## src/rtl/spi_transmitter.sv

```systemverilog
// SPI mode-0 controller-side transmitter.
// Serialises a WIDTH-bit word MSB-first on mosi, generating cs and sck from sys_clk.
//
// state | meaning
// IDLE  | waiting for a word, tx_ready high
// LEAD  | cs low, first bit on mosi, sck low before the first rising edge
// HIGH  | sck high, receiver samples mosi
// LOW   | sck low, next bit already on mosi
// GAP   | cs high recovery time before the next frame
module spi_transmitter #(
    parameter int WIDTH   = 16,
    parameter int CLK_DIV = 2,
    parameter int CS_GAP  = 2
) (
    input  logic             sys_clk,
    input  logic             rst,
    input  logic [WIDTH-1:0] tx_data,
    input  logic             tx_valid,
    output logic             tx_ready,
    output logic             cs,
    output logic             sck,
    output logic             mosi,
    output logic             busy,
    output logic             done
);

    localparam int               CNT_W    = $clog2(WIDTH + 1);
    localparam logic [7:0]       DIV_LAST = 8'(CLK_DIV - 1);
    localparam logic [7:0]       GAP_LAST = 8'(CS_GAP - 1);
    localparam logic [CNT_W-1:0] BITS     = CNT_W'(WIDTH);

    typedef enum logic [2:0] {
        S_IDLE,
        S_LEAD,
        S_HIGH,
        S_LOW,
        S_GAP
    } state_t;

    state_t             state;
    logic [7:0]         div_cnt;
    logic [CNT_W-1:0]   bit_cnt;
    logic [WIDTH-1:0]   shreg;
    logic               div_end;

    // Phase timer terminal count; the divider restarts from 0 on every phase change.
    assign div_end  = (div_cnt == DIV_LAST);

    // Only an idle transmitter can take a new word; anything offered while busy is dropped.
    assign tx_ready = (state == S_IDLE);

    // Frame sequencer: all outputs registered, one phase change per divider terminal count.
    always_ff @(posedge sys_clk) begin
        if (rst) begin
            state   <= S_IDLE;
            cs      <= 1'b1;
            sck     <= 1'b0;
            mosi    <= 1'b0;
            busy    <= 1'b0;
            done    <= 1'b0;
            bit_cnt <= '0;
            div_cnt <= '0;
            shreg   <= '0;
        end else begin
            done <= 1'b0;
            case (state)
                S_IDLE: begin
                    if (tx_valid) begin
                        shreg   <= tx_data;
                        mosi    <= tx_data[WIDTH-1];
                        cs      <= 1'b0;
                        sck     <= 1'b0;
                        busy    <= 1'b1;
                        bit_cnt <= '0;
                        div_cnt <= '0;
                        state   <= S_LEAD;
                    end
                end
                S_LEAD: begin
                    if (div_end) begin
                        div_cnt <= '0;
                        sck     <= 1'b1;
                        bit_cnt <= bit_cnt + 1'b1;
                        state   <= S_HIGH;
                    end else begin
                        div_cnt <= div_cnt + 8'd1;
                    end
                end
                S_HIGH: begin
                    if (div_end) begin
                        div_cnt <= '0;
                        sck     <= 1'b0;
                        state   <= S_LOW;
                        // After the last rising edge mosi keeps bit 0 until cs rises.
                        if (bit_cnt != BITS) begin
                            shreg <= shreg << 1;
                            mosi  <= shreg[WIDTH-2];
                        end
                    end else begin
                        div_cnt <= div_cnt + 8'd1;
                    end
                end
                S_LOW: begin
                    if (div_end) begin
                        div_cnt <= '0;
                        if (bit_cnt == BITS) begin
                            cs    <= 1'b1;
                            mosi  <= 1'b0;
                            done  <= 1'b1;
                            state <= S_GAP;
                        end else begin
                            sck     <= 1'b1;
                            bit_cnt <= bit_cnt + 1'b1;
                            state   <= S_HIGH;
                        end
                    end else begin
                        div_cnt <= div_cnt + 8'd1;
                    end
                end
                S_GAP: begin
                    if (div_cnt == GAP_LAST) begin
                        div_cnt <= '0;
                        busy    <= 1'b0;
                        state   <= S_IDLE;
                    end else begin
                        div_cnt <= div_cnt + 8'd1;
                    end
                end
                default: begin
                    state <= S_IDLE;
                end
            endcase
        end
    end

endmodule

```

## config.mk

```make
export PLATFORM = sky130hd
export DESIGN_NAME = spi_transmitter
export DESIGN_NICKNAME = d
export VERILOG_FILES = /design/src/rtl/spi_transmitter.sv
export SDC_FILE = /design/constraint.sdc
export NUM_CORES = 1
export LEC_CHECK = 0
export CORE_MARGIN = 2
export CORE_UTILIZATION = 49
export CTS_CLUSTER_SIZE = 8
export DETAILED_ROUTE_END_ITERATION = 8
export PLACE_DENSITY = 0.75
export SYNTH_ARGS = -nofsm -noshare
export SYNTH_HDL_FRONTEND = slang
export SYNTH_SLANG_ARGS = --single-unit
```

## constraint.sdc

```tcl
create_clock -name sys_clk -period 1.8 [get_ports sys_clk]
set_input_delay 0.18 -clock sys_clk [delete_from_list [all_inputs] [get_ports sys_clk]]
set_output_delay 0.18 -clock sys_clk [all_outputs]
set_load 0.1 [all_outputs]
```

**Word-level counts from Yosys, hierarchy flattened**

Index checks and enable logic that the tools add are counted.

- Flip-flop bits (word level): 36
- Bits of input ports: 19
- Output and inout bits: 6
- Logic and storage cells: 83

- Add/subtract/negate cells: 2
- Equal/unequal tests: 15
- Muxes and demuxes: 37
- Bitwise gates (word level): 2
- Reduce and logical (&&, ||, !) cells: 18

Operators with widths:

| operator | count |
|---|---|
| $mux 15 | 3 |
| $pmux 15 s2 | 1 |
| $mux 5 | 4 |
| $mux 3 | 6 |
| $mux 8 | 2 |
| $ne 2x2->1 const B | 8 |
| $pmux 8 s2 | 1 |
| $pmux 3 s5 | 1 |
| $pmux 5 s3 | 1 |
| $mux 1 | 14 |
| $reduce_and 6->1 | 2 |
| $reduce_and 5->1 | 2 |
| $add 8x1->8 const B | 1 |
| $eq 8x1->1 const B | 1 |
| $reduce_and 4->1 | 2 |
| $reduce_bool 2->1 | 4 |
| $eq 3x2->1 const B | 2 |
| $reduce_bool 3->1 | 2 |
| $add 5x1->5 const B | 1 |
| $eq 5x5->1 const B | 1 |
| $ne 5x5->1 const B | 1 |
| $pmux 1 s2 | 2 |
| $pmux 1 s4 | 1 |
| $reduce_bool 4->1 | 1 |
| other kinds (9) | 10 |

**Logic depth before layout (Yosys ltp)**

- Depth in word-level cells: 4
- Mapped depth: 9
- Gate-level depth less buffers: 6

**Worst setup path after synthesis**

Ideal clock, no wire load.

- Path kind: flip-flop to output port
- Start point: register state[0]
- End point: output port tx_ready
- Data arrival time: 2.015 ns
- Data required time: 1.620 ns
- Path slack: -0.395 ns
- Cell stages (with the launch flop): 4
- Buffers on the path: 1
- Cell sequence: dfxtp_1 > buf_2 > or2_2 > nor2_1

- Longest elaborated chain between the ends: 1

RTL lines:

| element | RTL line | text |
|---|---|---|
| start: declaration | 40 | `state_t state;` |
| start signal: assignment | 55 | `state <= S_IDLE;` |
| start signal: assignment | 76 | `state <= S_LEAD;` |
| start signal: assignment | 84 | `state <= S_HIGH;` |
| $logic_not 3->1 | 50 | `assign tx_ready = (state == S_IDLE);` |
| end: declaration | 19 | `output logic tx_ready,` |

No other way between the ends.

**Worst setup path in the final report**

- Start point: register div_cnt[1]
- End point: register state[2]

- Longest elaborated chain between the ends: 3
- Elaborated cells between the ends (all ways): 6
- Classes of those cells: 5 x eq/ne; 1 x reduce/logical

RTL lines:

| element | RTL line | text |
|---|---|---|
| start: declaration | 41 | `logic [7:0] div_cnt;` |
| start signal: assignment | 86 | `div_cnt <= div_cnt + 8'd1;` |
| start signal: assignment | 100 | `div_cnt <= div_cnt + 8'd1;` |
| start signal: assignment | 117 | `div_cnt <= div_cnt + 8'd1;` |
| $eq 8x1->1 (*) | 47, 121 |  |
| $ne 2x2->1 (no source line) | - |  |
| $reduce_and 5->1 (no source line) (*) | - |  |
| end signal: assignment | 55 |  |
| end signal: assignment | 124 | `state <= S_IDLE;` |
| end signal: assignment | 130 | `state <= S_IDLE;` |

Every way passes the cells marked *; elsewhere a longest branch is shown, timed or not.
A chain may end at the register's enable or synchronous reset.

==> summary.md <==
### Finish
- final core utilization: 70.5%
- post-synthesis to final-layout area growth: 36.4%
- number of cells in the finished layout apart from fillers: 328
- ant diodes: 0
- # nets final: 302
- fraction of final layout cells sized beyond drive strength 1: 25.7%

### Global route
- number of global-route vias before repair: 1834
- largest net degree at the start of global routing: 17
- global routing usage summed across all routing layers: 23.4%
- antenna violations before repair: 0
- overflow left after global routing: 0
- global-route wire length before repair: 8.06 mm

### Timing
- worst-case headroom to the max-slew limit: 70.7%
- Least-Margin Pin Slew: 440 ps
- Max Clock Freq: 537 MHz
- Max Clock Skew: 11.3 ps
- final critical-path required period: 1860 ps
- total count of hold-check failures in the final report: 0
- min setup slack post-route: -61.6 ps
- total setup violations reported at the end of the flow: 2
- unrepaired setup endpoints after global routing: true
- Period Utilization, post-route: 103%
- max-slew violation count: 0

### Clock network
- clock-pin slew reported for the worst setup and hold paths after clock tree synthesis: 80 ps
- Clock Latency Late Sink: 290 ps
- Root Driver: clkbuf_8
- number of buffers created by CTS: 5
- level count of the clock H-tree: 2
- maximum buffer depth of the clock tree: 2
- number of hold-repair buffers added at the cts stage: 0
- clock net sink count: 36
- CTS tree: built

### Job
- max-cap viol count: 0

### Worst setup path
- slowest cell delay on critical path: 520 ps
- R2R setup slack: -60 ps
- path depth of the worst reg2reg path: 6
- data arrival time of the critical path: 2100 ps
- worst reg2reg path endpoint: state[2]
- startpoint of the lowest-slack register-to-register path: div_cnt[1]
- classification of the worst setup path: reg -> reg
- worst setup path endpoint: state[2]
- element type at the critical path start: flip-flop
- largest driver fanout on the critical path: 4
- endpoint required time on the critical path: 2040 ps
- origin of the worst setup path: div_cnt[1]
- crit-path cells: inv_2, ha_4, or4b_4, or4_4, o22a_1, nor2_1
- nature of the critical path endpoint: flip-flop
- cell with the biggest individual delay on the critical path: or4_4

### Die
- die outline area: 4440 um^2
- total core area: 3720 um^2
- y dimension of the die: 66.6 um
- standard-cell row count: 22
- horizontal die dimension: 66.6 um
- number of top-level pins: 25
- Starting Density: 51.7%

### Synth
- biggest area contributors in the synthesized netlist: dfxtp_1 38%, a311oi_1 6.4%, a21oi_1 5.5%
- predominant post-synthesis flop cell: dfxtp_1
- post-synthesis cell type count: 49
- number of enable flip-flop cells after synthesis: 0
- proportion of synthesized chip area in sequential cells: 37.5%
- average footprint of a synthesized cell: 8.18 um^2
- Synth Register Bits: 36
- cell type contributing the most total cell area after synthesis: dfxtp_1
- synthesized net count: 258
- Post-Synthesis Cell Area: 1920 um^2
- top cell type's share of synthesized area: 37.5%
- fraction of registers with async set or reset after synthesis: 0%
- number of warning messages in the yosys log: 0
- Post-Syn Instances: 235

### Power
- leakage power total: 0.949 nW
- power density relative to cell area: 856 nW/um^2
- VDD IR-drop max: 0.000592 V

### Placed design
- Final HPWL DP: 3.25 mm
- cell total after placement: 319
- final RePlAce weighted congestion: 0.813
- port bufs: 24

### Drt
- total number of vias: 1887
- final wirelength: 4.70 mm
- count of unresolved DRC violations after routing: 0
- antenna violation net count after detailed routing: 0
- Vias/cell: 5.75
- average wire length per cell after detail routing: 14.3 um
- iteration-0 DRC count of the detailed router: 96
- DRT Pass-1 Iters: 4

### Run status
- failing checks: setup timing
- run status: finished with violations

### Hold path
- worst min-delay path category: reg -> reg

## how the worst min path moves through the flow
stage | slack (ps) | from | depth (start not counted) | to
3_5_place_dp | 470 | shreg[1] | 2 | shreg[2]
5_1_grt | 500 | tx_data[6] | 3 | shreg[6]
2_1_floorplan | 360 | tx_data[10] | 2 | shreg[10]
4_1_cts | 480 | shreg[9] | 2 | shreg[10]
3_3_place_gp | 460 | shreg[4] | 2 | shreg[5]
6_report | 470 | shreg[9] | 2 | shreg[10]
## through the flow
step	TNS [ps]	hold slack [ps]	power, W	cell area [um^2]	setup WS (ps)
after floorplan	-32.1	363	0.00129	1960	-21.8
after global placement	-55.3	465	0.00150	2430	-21.7
after detailed placement	-235	470	0.00151	2430	-63.7
after CTS	-141	475	0.00223	2550	-70.0
after global routing	-448	499	0.00236	2620	-141
final	-98.8	473	0.00224	2620	-61.6
## where the power goes
part	leakage, nW	internal, W	total (W)	switching [W]
clock network	0.0541	0.000410	0.000715	0.000305
logic	0.598	0.000275	0.000615	0.000340
registers	0.297	0.000865	0.000914	0.0000485
## routing by layer
metal | share of wire, % | GRT usage, % | vias up
met5 | 0 | 0 | -
met4 | 0.98 | 9.18 | 0
met3 | 3.8 | 4.39 | 5
met2 | 48 | 39.3 | 40
met1 | 47 | 29.5 | 886
li1 | - | - | 956
## cell type report
type                    count  area [um^2]
multi-input cells         173         1190
repair buffers             57          514
fillers                   304         1090
flip-flops and latches     36          727
clock inverters             3         42.5
well taps                  48         60.1
clock buffers               5         68.8
inverters                   6         22.5
## synthesized netlist by cell type (all sizes together) (2+ instances only)
master	count
o21a	3
o21ai	19
o211ai	2
inv	6
a311oi	14
buf	7
a21oi	21
xnor2	8
a2111oi	2
a211oi	2
nor3	7
dfxtp	36
nor4	5
clkbuf	13
nand3	5
nand2	21
nand2b	2
nor2b	2
a21o	3
nand4	4
and2	3
ha	4
nor2	20
nor3b	4
nor4b	4
## cell families (layout without fill, tap and decap cells)
logic type,count (synthesis),count (layout),share of synthesized area [%]
simple gates,83,83,23.2
compound gates,77,77,26.8
flops,36,36,37.5
buf+inv,26,71,5.73
xor+xnor,8,8,3.65
fa+ha+maj,4,4,2.60
mux,1,1,0.586
## critical path, delay by kind of cell (launching register included)
family	cells	cell delay [ps]
AO/OA/AOI/OAI	1	230
adder cells (fa/ha/maj)	1	110
buffers and inverters	1	50
flip-flops	1	330
AND/OR/NAND/NOR	3	1090
## flip-flops by register name (all words and copies together) (netlist names)
name and cells:
busy 1, done 1, cs 1, sck 1
mosi 1, state 3, bit_cnt 5, div_cnt 8
shreg 15
## cell usage in the layout (no fill, tap or decap), types with 2 or more instances in the layout
cell type and count:
buf_4 35, dfxtp_1 33, nand2_1 21, nor2_1 18, o21ai_0 18, clkdlybuf4s50_1 18, a21oi_1 17, a311oi_1 13
xnor2_1 8, nor3_1 7, inv_1 5, nor4_1 5, nand3_1 5, clkbuf_8 5, nand4_1 4, a21oi_2 4
nor3b_1 3, o21a_1 3, a21o_1 3, buf_12 3, nor4b_2 2, nand2b_1 2, nor2b_1 2, and2_1 2
o211ai_1 2, nor4b_1 2, ha_1 2, dfxtp_2 2
## what timing repair did
item / 4_1_cts / 5_1_grt
setup buffers: 1 / 0
hold endpoints to repair: 0 / 0
gates resized for setup: 1 / 15
endpoints found under the setup margin: 3 / 23
pin swaps: 0 / 9
No activity file was read; power rests on OpenSTA's default activity.
==> variant 1 (same settings) <==
The parameter `WIDTH` goes from 16 to 8.
--- a/src/rtl/spi_transmitter.sv
+++ b/src/rtl/spi_transmitter.sv
@@ -8,7 +8,7 @@
 // LOW   | sck low, next bit already on mosi
 // GAP   | cs high recovery time before the next frame
 module spi_transmitter #(
-    parameter int WIDTH   = 16,
+    parameter int WIDTH   = 8,
     parameter int CLK_DIV = 2,
     parameter int CS_GAP  = 2
 ) (
Ports: changed (resized tx_data); port bits go from 25 to 17. The function was not compared with the original's and may differ.
==> variant 1 against the original RTL <==
  * Synthesized area fell by 22%
  * Routed wire length down 25%
  * Sequential cell count shrank 9
  * Core utilization shrank 6.9 points
  * Worst setup slack gained 0.095 ns
  * Via count down 23%
  * Fmax rose by 5.4%
  * Critical endpoint is now shreg[4]
  * Sequential share of layout area is 0.98 points higher
  * Design area shrank 28%
  * Critical path type unchanged
  * Count of clock-buffer cells in the layout decreased by 2
Power is not compared: it rests on default switching activity, and its combinational part moved more than twofold at a synthesized area within 25%.
==> variant 1: results (changes against the original RTL) <==
Clock Skews 0.00651 ns (was 0.0113 ns); gr usage total 0.204 (was 0.234); max incr delay on CP 0.42 ns (was 0.52 ns); wire length on met2 1720 um (was 2280 um); DRT Wirelength 3540 um (was 4700 um); Final nets 220 (was 302); post-synthesis net count 185 (was 258); post-synthesis mux area share 0.0608 (was 0.00586); Worst-Margin Slew 0.374 ns (was 0.440 ns); number of flip-flops in the largest register 8 (was 15); Slowest cell on crit path or3b_4 (was or4_4); CTS buffer count 3 (was 5); share of layout cells above drive strength 1 0.265 (was 0.257); Synth area leaders dfxtp_1, a21oi_1, mux2i_1 (was dfxtp_1, a311oi_1, a21oi_1); placed inst area 1850 sq um (was 2430 sq um); Synth top cells by count dfxtp_1, a21oi_1 (was dfxtp_1, a21oi_1, nand2_1); Root Driver clkbuf_4 (was clkbuf_8); outcome finished clean (was complete, but fails checks); vias in the first global route 1322 (was 1834); post-CTS setup buffer count 0 (was 1); H-Tree Depth 1 (was 2); sequential cell area fraction in the yosys report 0.360 (was 0.375); first-pass GRT wire length 5620 um (was 8060 um); GP Congestion 0.821 (was 0.813); post-synthesis cell type count 40 (was 49); Met3 Wirelength 148 um (was 179 um); Buffers on Ports 16 (was 24); Clk Latency, worst-skew pair 0.33 ns (was 0.29 ns)
[variant 1: path summary, 6_finish.rpt]
| check | startpoint | endpoint | slack [ns] | cells past startpoint |
|---|---|---|---|---|
| setup reg to reg | div_cnt[1] | shreg[4] | 0.03 | 7 |
| hold reg to reg | mosi | mosi | 0.49 | 2 |
| setup / recovery | div_cnt[1] | shreg[4] | 0.03 | 7 |
| hold / removal | tx_data[0] | shreg[0] | 0.47 | 2 |
[variant 1: power groups by stage]
stage	clock [mW]	sequential (mW)	combinational (mW)
after global placement	0	0.884	2.08
final	0.271	0.884	2.19
after global routing	0.311	0.901	2.34
after CTS	0.279	0.880	2.15
after detailed placement	0	0.891	2.13
after floorplan	0	1.11	1.26
[variant 1: routing by layer]
metal	global-route usage	up-vias
met1	0.268	687
met5	0	-
li1	-	717
met2	0.336	40
met3	0.0284	6
met4	0.0779	0
[variant 1: worst max-delay path: cells and delay by family (launching register included)]
family	cells	cell delay, ns
AO/OA/AOI/OAI	3	0.58
AND/OR/NAND/NOR	1	0.42
flip-flops	1	0.34
buffers and inverters	2	0.21
adder cells (fa/ha/maj)	1	0.14
[variant 1: cell type report]
class / instances / share of cell area
inverters: 7 / 0.0139
multi-input cells: 123 / 0.459
repair buffers: 43 / 0.203
clock buffers: 3 / 0.0119
flip-flops and latches: 27 / 0.287
well taps: 33 / 0.0218
clock inverters: 1 / 0.00264
[variant 1: through the flow]
step	setup slack (ns)	hold slack [ns]	util	instances	setup TNS (ns)
2_1_floorplan	0.0519	0.332	-	170	0
6_report	0.0329	0.467	0.637	237	0
5_1_grt	-0.0386	0.475	0.637	237	-0.185
3_5_place_dp	0.0481	0.469	0.621	231	0
4_1_cts	0.0119	0.457	0.630	235	0
3_3_place_gp	0.106	0.448	0.621	231	0
==> variant 2 (same flow settings) <==
Without the edit above. Make the reset (`rst`) asynchronous in one clocked block.
--- a/src/rtl/spi_transmitter.sv
+++ b/src/rtl/spi_transmitter.sv
@@ -50,7 +50,7 @@
     assign tx_ready = (state == S_IDLE);
 
     // Frame sequencer: all outputs registered, one phase change per divider terminal count.
-    always_ff @(posedge sys_clk) begin
+    always_ff @(posedge sys_clk or posedge rst) begin
         if (rst) begin
             state   <= S_IDLE;
             cs      <= 1'b1;
Check against the original RTL: differs if rst is asserted again (counterexample within 4 cycles, from zero or initial values and one cycle with rst high); with rst held inactive, the same outputs for 10 cycles.
==> variant 2 against the original RTL <==
  * The flow still finishes with violations (negative setup slack)
  * Design area rose by 2.0%
  * Critical endpoint is now shreg[14]
  * Synthesized area rose by 2.0%
  * Count of clock-buffer cells in the layout unchanged
  * Final cell count down 12%
  * Clock skew shrank 0.0036 ns
  * Via count down 14%
  * Sequential cell count is the same
  * Worst setup slack gained 0.024 ns
  * Global-route usage down 0.47 points
  * Largest cell class unchanged
  * Routed wire length is 1.6% lower
  * Fmax increased by 1.3%
Power is not compared: it rests on default switching activity, and its combinational part moved more than twofold at a synthesized area within 25%.
==> variant 2: results (changes against the original RTL) <==
failing checks negative setup slack (unchanged); final hold slack 0.293 ns (was 0.473 ns); post-synthesis mux area share 0.171 (was 0.00586); largest net degree at the start of global routing 37 (was 17); largest family of logic cells by synthesized area simple AND/OR/NAND/NOR gates (was compound AO/OA/AOI/OAI gates); setup violators final 15 (was 2); CTS buffer count 5 (unchanged); vias in the first global route 1662 (was 1834); outcome complete, but fails checks (unchanged); Fill cells 285 (was 304); Synth area leaders dfrtp_1, mux2_2, nor2_1 (was dfxtp_1, a311oi_1, a21oi_1); initial antenna violation count 0 (unchanged); R2R depth 7 (was 6); GP Congestion 0.861 (was 0.813); setup TNS -0.313 ns (was -0.0988 ns); Mapped Avg Cell Area 10.7 sq um (was 8.18 sq um); DP HPWL 3330 um (was 3250 um); share of layout cells above drive strength 1 0.390 (was 0.257); wire per inst 16.0 um (was 14.3 um); Post-Synth Adder-Cell Area 0.0255 (was 0.0260); gr usage total 0.229 (was 0.234); post-route setup slack -0.0372 ns (was -0.0616 ns); Setup WS pre-CTS -0.0656 ns (was -0.0637 ns); first-pass GRT wire length 7650 um (was 8060 um); FFs w/ async S/R, synth 1.00 (was 0); placed inst area 2480 sq um (was 2430 sq um); CP Max Fanout 7 (was 4); hold crit path type in -> async (was reg -> reg); CTS resizes 13 (was 1); Synth top cells by count dfrtp_1, mux2_2, nor2_1 (was dfxtp_1, a21oi_1, nand2_1); via count 1621 (was 1887); Final nets 263 (was 302); sequential cell area fraction in the yosys report 0.460 (was 0.375); CP arrival 2.01 ns (was 2.10 ns); r2r endpoint shreg[14] (was state[2]); Compound-Gate Fraction of Synth Area 0.118 (was 0.268); post-synthesis cell type count 43 (was 49); DR iter-0 viols 81 (was 96)
## variant 2: routing by layer
layer	wire, um	global-route usage
met1	2010	0.277
met2	2420	0.411
met3	141	0.0400
met4	62	0.0765
met5	0	0
## variant 2: how the worst max path moves through the flow
stage               slack (ns)   endpoint  cells after the start
floorplan                -0.24  shreg[10]                      7
global placement         -0.02   shreg[3]                      6
detailed placement       -0.07   shreg[6]                      6
CTS                      -0.05  shreg[14]                      7
global route             -0.14  shreg[14]                      7
finish                   -0.04  shreg[14]                      7
## variant 2: worst max-delay path: stages, from the launching register on
cell and delay, ns:
dfrtp_1 0.38, inv_1 0.05, ha_1 0.14, nor4b_4 0.26
nand2_4 0.08, o41ai_4 0.28, buf_6 0.19, mux2_2 0.33
## variant 2: final cells by class
type                            count  area share
Multi-Input combinational cell    132       0.396
Inverter                            8      0.0112
Sequential cell                    36       0.338
Tap cell                           48      0.0225
Timing Repair Buffer               57       0.190
Clock buffer                        5      0.0257
Clock inverter                      3      0.0159
